$ cat config.mk
export PLATFORM = sky130hd
export DESIGN_NAME = spongent_stream_ctrl
export DESIGN_NICKNAME = d
export VERILOG_FILES = /design/src/rtl/spongent_ctrl_pkg.sv /design/src/rtl/spongent_stream_ctrl.sv
export SDC_FILE = /design/constraint.sdc
export NUM_CORES = 1
export LEC_CHECK = 0
export ABC_CLOCK_PERIOD_IN_PS = 4600
export CORE_ASPECT_RATIO = 0.7
export CORE_MARGIN = 3
export CORE_UTILIZATION = 47
export CTS_CLUSTER_DIAMETER = 30
export DETAILED_ROUTE_END_ITERATION = 10
export PLACE_DENSITY = 0.9
export RECOVER_POWER = 50
export SYNTH_ARGS = -nofsm -noshare
export SYNTH_HDL_FRONTEND = slang
export SYNTH_SLANG_ARGS = --single-unit
export TNS_END_PERCENT = 20
$ cat constraint.sdc
create_clock -name clk -period 4.6 [get_ports clk]
set_input_delay 0.92 -clock clk [delete_from_list [all_inputs] [get_ports clk]]
set_output_delay 0.92 -clock clk [all_outputs]
set_load 0.01 [all_outputs]
$ cat src/rtl/spongent_ctrl_pkg.sv
// Shared state encoding and padding helper for the Spongent stream sequencer.
package spongent_ctrl_pkg;

  typedef enum logic [2:0] {
    INIT,
    ABSORB,
    ISSUE,
    WAIT_HI,
    WAIT_LO,
    PAD,
    SQUEEZE
  } spongent_ctrl_state_t;

  // Padding block: a single leading one, rest zero; valid for rate <= 64.
  function automatic logic [63:0] PAD_BLOCK(input int unsigned rate);
    return 64'd1 << (rate - 1);
  endfunction

endpackage

$ cat src/rtl/spongent_stream_ctrl.sv
// Sequences message blocks, padding and squeeze through the Spongent core handshake.
// Start pulse one cycle after each accept; msg/dig stalls are unbounded and side-effect free.
module spongent_stream_ctrl
  import spongent_ctrl_pkg::*;
#(
  parameter int RATE        = 8,
  parameter int DIGEST_BITS = 128
) (
  input  logic            clk,
  input  logic            reset,
  input  logic            msg_valid,
  output logic            msg_ready,
  input  logic [RATE-1:0] msg_data,
  input  logic            msg_last,
  output logic            dig_valid,
  input  logic            dig_ready,
  output logic [RATE-1:0] dig_data,
  output logic            dig_last,
  output logic            hash_busy,
  output logic            core_reset,
  output logic            core_start_continue,
  output logic            core_msg_data_available,
  output logic [RATE-1:0] core_data_in,
  input  logic            core_busy,
  input  logic [RATE-1:0] core_data_out
);

  localparam int NBLK  = DIGEST_BITS / RATE;
  localparam int CNT_W = (NBLK > 1) ? $clog2(NBLK) : 1;
  localparam logic [CNT_W-1:0] LAST_BLK = CNT_W'(NBLK - 1);
  localparam logic [63:0]      PAD64    = PAD_BLOCK(RATE);
  localparam logic [RATE-1:0]  PAD_VAL  = PAD64[RATE-1:0];

  spongent_ctrl_state_t state_q, state_d;
  logic             last_seen_q, last_seen_d;
  logic             pad_done_q, pad_done_d;
  logic [CNT_W-1:0] blk_cnt_q, blk_cnt_d;
  logic [RATE-1:0]  data_q, data_d;
  logic             msa_q, msa_d;
  logic             hash_busy_q, hash_busy_d;
  logic             msg_ready_q, dig_valid_q, dig_last_q, start_q, init_q;

  always_comb begin
    state_d     = state_q;
    last_seen_d = last_seen_q;
    pad_done_d  = pad_done_q;
    blk_cnt_d   = blk_cnt_q;
    data_d      = data_q;
    msa_d       = msa_q;
    hash_busy_d = hash_busy_q;
    unique case (state_q)
      INIT: begin
        last_seen_d = 1'b0;
        pad_done_d  = 1'b0;
        blk_cnt_d   = '0;
        state_d     = ABSORB;
      end
      ABSORB: begin
        if (msg_valid && msg_ready_q) begin
          data_d      = msg_data;
          msa_d       = 1'b1;
          last_seen_d = msg_last;
          hash_busy_d = 1'b1;
          state_d     = ISSUE;
        end
      end
      ISSUE:   state_d = WAIT_HI;
      WAIT_HI: if (core_busy) state_d = WAIT_LO;
      WAIT_LO: begin
        if (!core_busy) begin
          if (msa_q && !last_seen_q)     state_d = ABSORB;
          else if (msa_q && !pad_done_q) state_d = PAD;
          else                           state_d = SQUEEZE;
        end
      end
      PAD: begin
        data_d     = PAD_VAL;
        msa_d      = 1'b1;
        pad_done_d = 1'b1;
        state_d    = ISSUE;
      end
      SQUEEZE: begin
        if (dig_valid_q && dig_ready) begin
          if (blk_cnt_q == LAST_BLK) begin
            hash_busy_d = 1'b0;
            state_d     = INIT;
          end else begin
            blk_cnt_d = blk_cnt_q + CNT_W'(1);
            msa_d     = 1'b0;
            state_d   = ISSUE;
          end
        end
      end
      default: state_d = INIT;
    endcase
  end

  // Outputs are decoded from the next state so they are registered yet aligned with it.
  always_ff @(posedge clk or posedge reset) begin
    if (reset) begin
      state_q     <= INIT;
      last_seen_q <= 1'b0;
      pad_done_q  <= 1'b0;
      blk_cnt_q   <= '0;
      data_q      <= '0;
      msa_q       <= 1'b0;
      hash_busy_q <= 1'b0;
      msg_ready_q <= 1'b0;
      dig_valid_q <= 1'b0;
      dig_last_q  <= 1'b0;
      start_q     <= 1'b0;
      init_q      <= 1'b1;
    end else begin
      state_q     <= state_d;
      last_seen_q <= last_seen_d;
      pad_done_q  <= pad_done_d;
      blk_cnt_q   <= blk_cnt_d;
      data_q      <= data_d;
      msa_q       <= msa_d;
      hash_busy_q <= hash_busy_d;
      msg_ready_q <= (state_d == ABSORB);
      dig_valid_q <= (state_d == SQUEEZE);
      dig_last_q  <= (state_d == SQUEEZE) && (blk_cnt_d == LAST_BLK);
      start_q     <= (state_d == ISSUE);
      init_q      <= (state_d == INIT);
    end
  end

  assign msg_ready               = msg_ready_q;
  assign dig_valid               = dig_valid_q;
  assign dig_last                = dig_last_q;
  assign dig_data                = core_data_out;
  assign hash_busy               = hash_busy_q;
  assign core_reset              = reset | init_q;
  assign core_start_continue     = start_q;
  assign core_msg_data_available = msa_q;
  assign core_data_in            = data_q;

endmodule

Word level (Yosys, flattened, before mapping)
Index checks and enable logic that the tools add are counted.
{ "op_classes": {"n_eq_ne": 15, "bitwise": 1, "n_addsub": 1, "reduce_logical": 18, "muxes": 23} }
{ "op_table": {"columns": ["cell", "count"], "rows": [
  ["$pmux W3 S7", 1],
  ["$pmux W8 S2", 1],
  ["$mux W3", 5],
  ["$eq A3 B3 Y1 const B", 4],
  ["$eq A3 B2 Y1 const B", 3],
  ["$eq A4 B4 Y1 const B", 2],
  ["$mux W4", 2],
  ["$mux W8", 1],
  ["$ne A2 B2 Y1 const B", 4],
  ["$pmux W4 S2", 1],
  ["$reduce_and A4 Y1", 2],
  ["$reduce_bool A2 Y1", 4],
  ["$eq A3 B1 Y1 const B", 2],
  ["$logic_not A3 Y1", 2],
  ["$mux W1", 6],
  ["$pmux W1 S2", 3],
  ["$logic_and A1 B1 Y1", 5],
  ["$add A4 B1 Y4 const B", 1],
  ["$mux W2", 2],
  ["$reduce_and A2 Y1", 2],
  ["$pmux W1 S3", 1],
  ["$reduce_bool A3 Y1", 1],
  ["$logic_not A1 Y1", 2],
  ["$or A1 B1 Y1", 1]
]} }
{ "totals": {"out_inout_bits": 23, "ff_bits": 24, "wordCells": 70, "in_bits": 22} }

Logic depth before layout (Yosys ltp)
{ "logic_depth": {"depth_word": 8, "ltp_mapped": 6, "depth_no_buf": 6} }

Worst setup path after synthesis
Ideal clock, no wire load.
{ "synth_timing": {"kind": "input -> output", "startpoint": "in reset", "endpoint": "out core_reset", "path_buffers": 0, "setup_slack_ns": 2.472, "stages": 1, "arrival_time_ns": 1.208, "required_ns": 3.680, "cell_sequence": "or2_2"} }
{ "synth_via": {"elab_chain_cells": 1} }
{ "synth_rtl": {"columns": ["item", "line_no", "source"], "rows": [
  ["start, declared", "spongent_stream_ctrl.sv:10", "input logic reset,"],
  ["$or A1 B1 Y1", "spongent_stream_ctrl.sv:134", "assign core_reset = reset | init_q;"],
  ["end, declared", "spongent_stream_ctrl.sv:20", "output logic core_reset,"]
]} }
Every way passes these cells.

Worst setup path in the final report
Ends and elaborated chain as after synthesis.

==> flow_summary.toml <==
[detailed_routing]
drt_iter0_markers = 75
dr.pass1.iters = 4
ant_nets = 0
wire_per_inst_um = 16.50
drc_errors = 0
num_vias = 961
finalWirelength_um = 2789
vias_per_cell = 5.686

[synth]
synth_area_per_cell_um2 = 10.84
ys_seq_area_share_pct = 47.86
syn_area_um2 = 1257
ys_warn_count = 0
syn-num-nets = 139
synthArstFlopShare_pct = 100.0
synth_seq_cells = 24
netlist-cell-type-count = 45
yosys_most_used_dff = "dfrtp_1"
synth-edff-count = 0
synthesis.instances = 116

[cells_and_area]
syn_to_final_growth_pct = 24.18
finalNonFillerCells = 169
multi_input_area_um2 = 554.3
postLayoutCellArea_um2 = 1562
layout_commonest_cell = "clkdlybuf4s50_1"
ff_latch_area_um2 = 601.8
fin_nets = 159
n_fill_cell = 188
n_antenna_cell = 0
final_cell_mix = "clkdlybuf4s50_1, dfrtp_1, a22o_1, nor2_1"
drive_above_1_share_pct = 12.59

[power_and_ir_drop]
power.density_nw_per_um2 = 594.2
vdd_drop_max_uv = 355.7
p_clk_share_pct = 19.7
swShare_pct = 35.38
switching_power_uw = 328.2
sequentialPowerShare_pct = 38.7
p_int_uw = 599.6
pwr-share-comb_pct = 41.6
leakagePower_uw = 0.0006627

[placed_design]
gp_congestion = 0.8825
io_buffers = 28
pre_cts_ws_ps = 1581
hpwl_um = 2087
numPlacedInstances = 165
postPlaceCellArea_um2 = 1490

[timing]
rsz0062_at_grt = "false"
hold_viol = 0
min_period_ps = 3149
timing.final.ws_setup_ps = 1451
slew_headroom_pct = 40.57
min_period_over_period_pct = 68.45
fmax_ghz = 0.3176
fin_hold_ws_ps = 503.7
fin_worst_skew_ps = 1.285
maxSlewViolCount = 0
tns_ps = 0
finalSetupViolCount = 0
tightest_slew_ps = 890.4

[setup_path]
reg2reg_depth = 4
worstPathArrival_ps = 2230
reg2reg_to = "dig_last"
r2r-start = "state_q[1]"
setup.worst_path.class = "primary input to output port"
start_kind = "primary input"
critical_path.endpoint = "core_reset"
cp-startpoint = "reset"
crit_path_end_kind = "output port"
reg2reg_slack_ps = 2630
crit_path_max_fanout = 2
required_ps = 3680

[floorplanning]
initial_core_util_pct = 50.38
fp.dieW_um = 67.82
core_um2 = 2496
die_area_um2 = 3342
rows = 15
io_pins = 45
dieHeight_um = 49.28

[clocking]
insertion_delay_ps = 270
clkTransAtPathRegs_ps = 80
cts_hold_repair.buffers = 0
cts_sinks = 24
cts_buffer_depth = 2
cts_setup_buffers = 0
clockRootBuffer = "clkbuf_8"
post_cts_resized = 0
cts_tree = "done"
htree_levels = 1
cts_buffers = 3

[global_routing]
first_global_vias = 974
grt_use_total_pct = 18.77
grt_max_degree = 25
grt_pass1_wl_um = 4657
overflow = 0
antenna_found_initial = 0

[min_path]
hold_path.class = "flop to flop"

[flow_run]
cap_violations = 0

[outcome]
status = "complete, no violations"
## worst max-delay path, cell delays in order
cell and delay (ps):
dlygate4sd3_1 560, or2_2 270, clkdlybuf4s50_1 480
## routing by layer
metal  GRT usage [%]  part of all wire [%]
met2           29.40                    50
met3           4.608                   5.5
met5               0                     0
met1           25.37                    43
met4           5.941                   1.3
## cell usage after synthesis, drive strengths merged (2+ instances only)
| master | instances | share of area (%) |
|---|---|---|
| a21oi | 4 | 1.9 |
| a22o | 7 | 4.9 |
| a31oi | 2 | 0.99 |
| and3 | 2 | 0.99 |
| buf | 12 | 6.9 |
| dfrtp | 23 | 46 |
| inv | 3 | 0.90 |
| mux2i | 2 | 1.6 |
| nand2 | 6 | 1.8 |
| nand2b | 4 | 2.6 |
| nand3 | 4 | 1.6 |
| nor2 | 7 | 2.1 |
| nor2b | 2 | 0.99 |
| nor3 | 6 | 2.4 |
| nor4 | 3 | 3.2 |
| o211ai | 2 | 1.6 |
| o21ai | 6 | 2.4 |
| or2 | 2 | 0.99 |
## stage by stage
stage	util (%)	total power [µW]
6_report	62.56	927.8
2_1_floorplan	-	596.9
3_5_place_dp	59.70	745.5
4_1_cts	62.56	932.6
3_3_place_gp	59.70	725.1
5_1_grt	62.56	981.5
## power groups by stage
stage	registers [µW]	clock network, µW	logic, µW
final	359	182	386
after global routing	371	191	419
after CTS	357	184	392
after detailed placement	361	0	385
after global placement	357	0	368
after floorplan	347	0	250
## cell families after synthesis
kind of cell	synth area share, %
adders and majority gates	0.9949
AOI/OAI and AO/OA	20.10
DFF	47.86
muxes	1.592
buffers and inverters	8.059
and+or+nand+nor	21.39
## flip-flops by register name, indices dropped and copies added (netlist names)
signal,flops
last_seen_q,1
core_start_continue,1
pad_done_q,1
msg_ready,1
blk_cnt_q,4
state_q,3
dig_last,1
init_q,1
core_data_in,8
dig_valid,1
hash_busy,1
core_msg_data_available,1
## final cells by class
cell class              count  share of cell area [%]
flip-flops and latches     24                   38.54
well taps                  34                   2.724
clock buffers               3                   2.644
repair buffers             28                   17.95
inverters                   3                  0.7212
clock inverters             1                   1.923
multi-input cells          76                   35.50
## worst min path at each step
stage / startpoint / endpoint / slack [ps] / cells after the start
finish: core_data_in[4] / core_data_in[4] / 500 / 1
global route: core_data_in[1] / core_data_in[1] / 530 / 1
CTS: core_data_in[4] / core_data_in[4] / 510 / 1
detailed placement: core_data_in[3] / core_data_in[3] / 490 / 1
global placement: core_data_in[3] / core_data_in[3] / 480 / 1
floorplan: pad_done_q / pad_done_q / 480 / 2
Note: power is estimated with default switching activity, not from simulation.
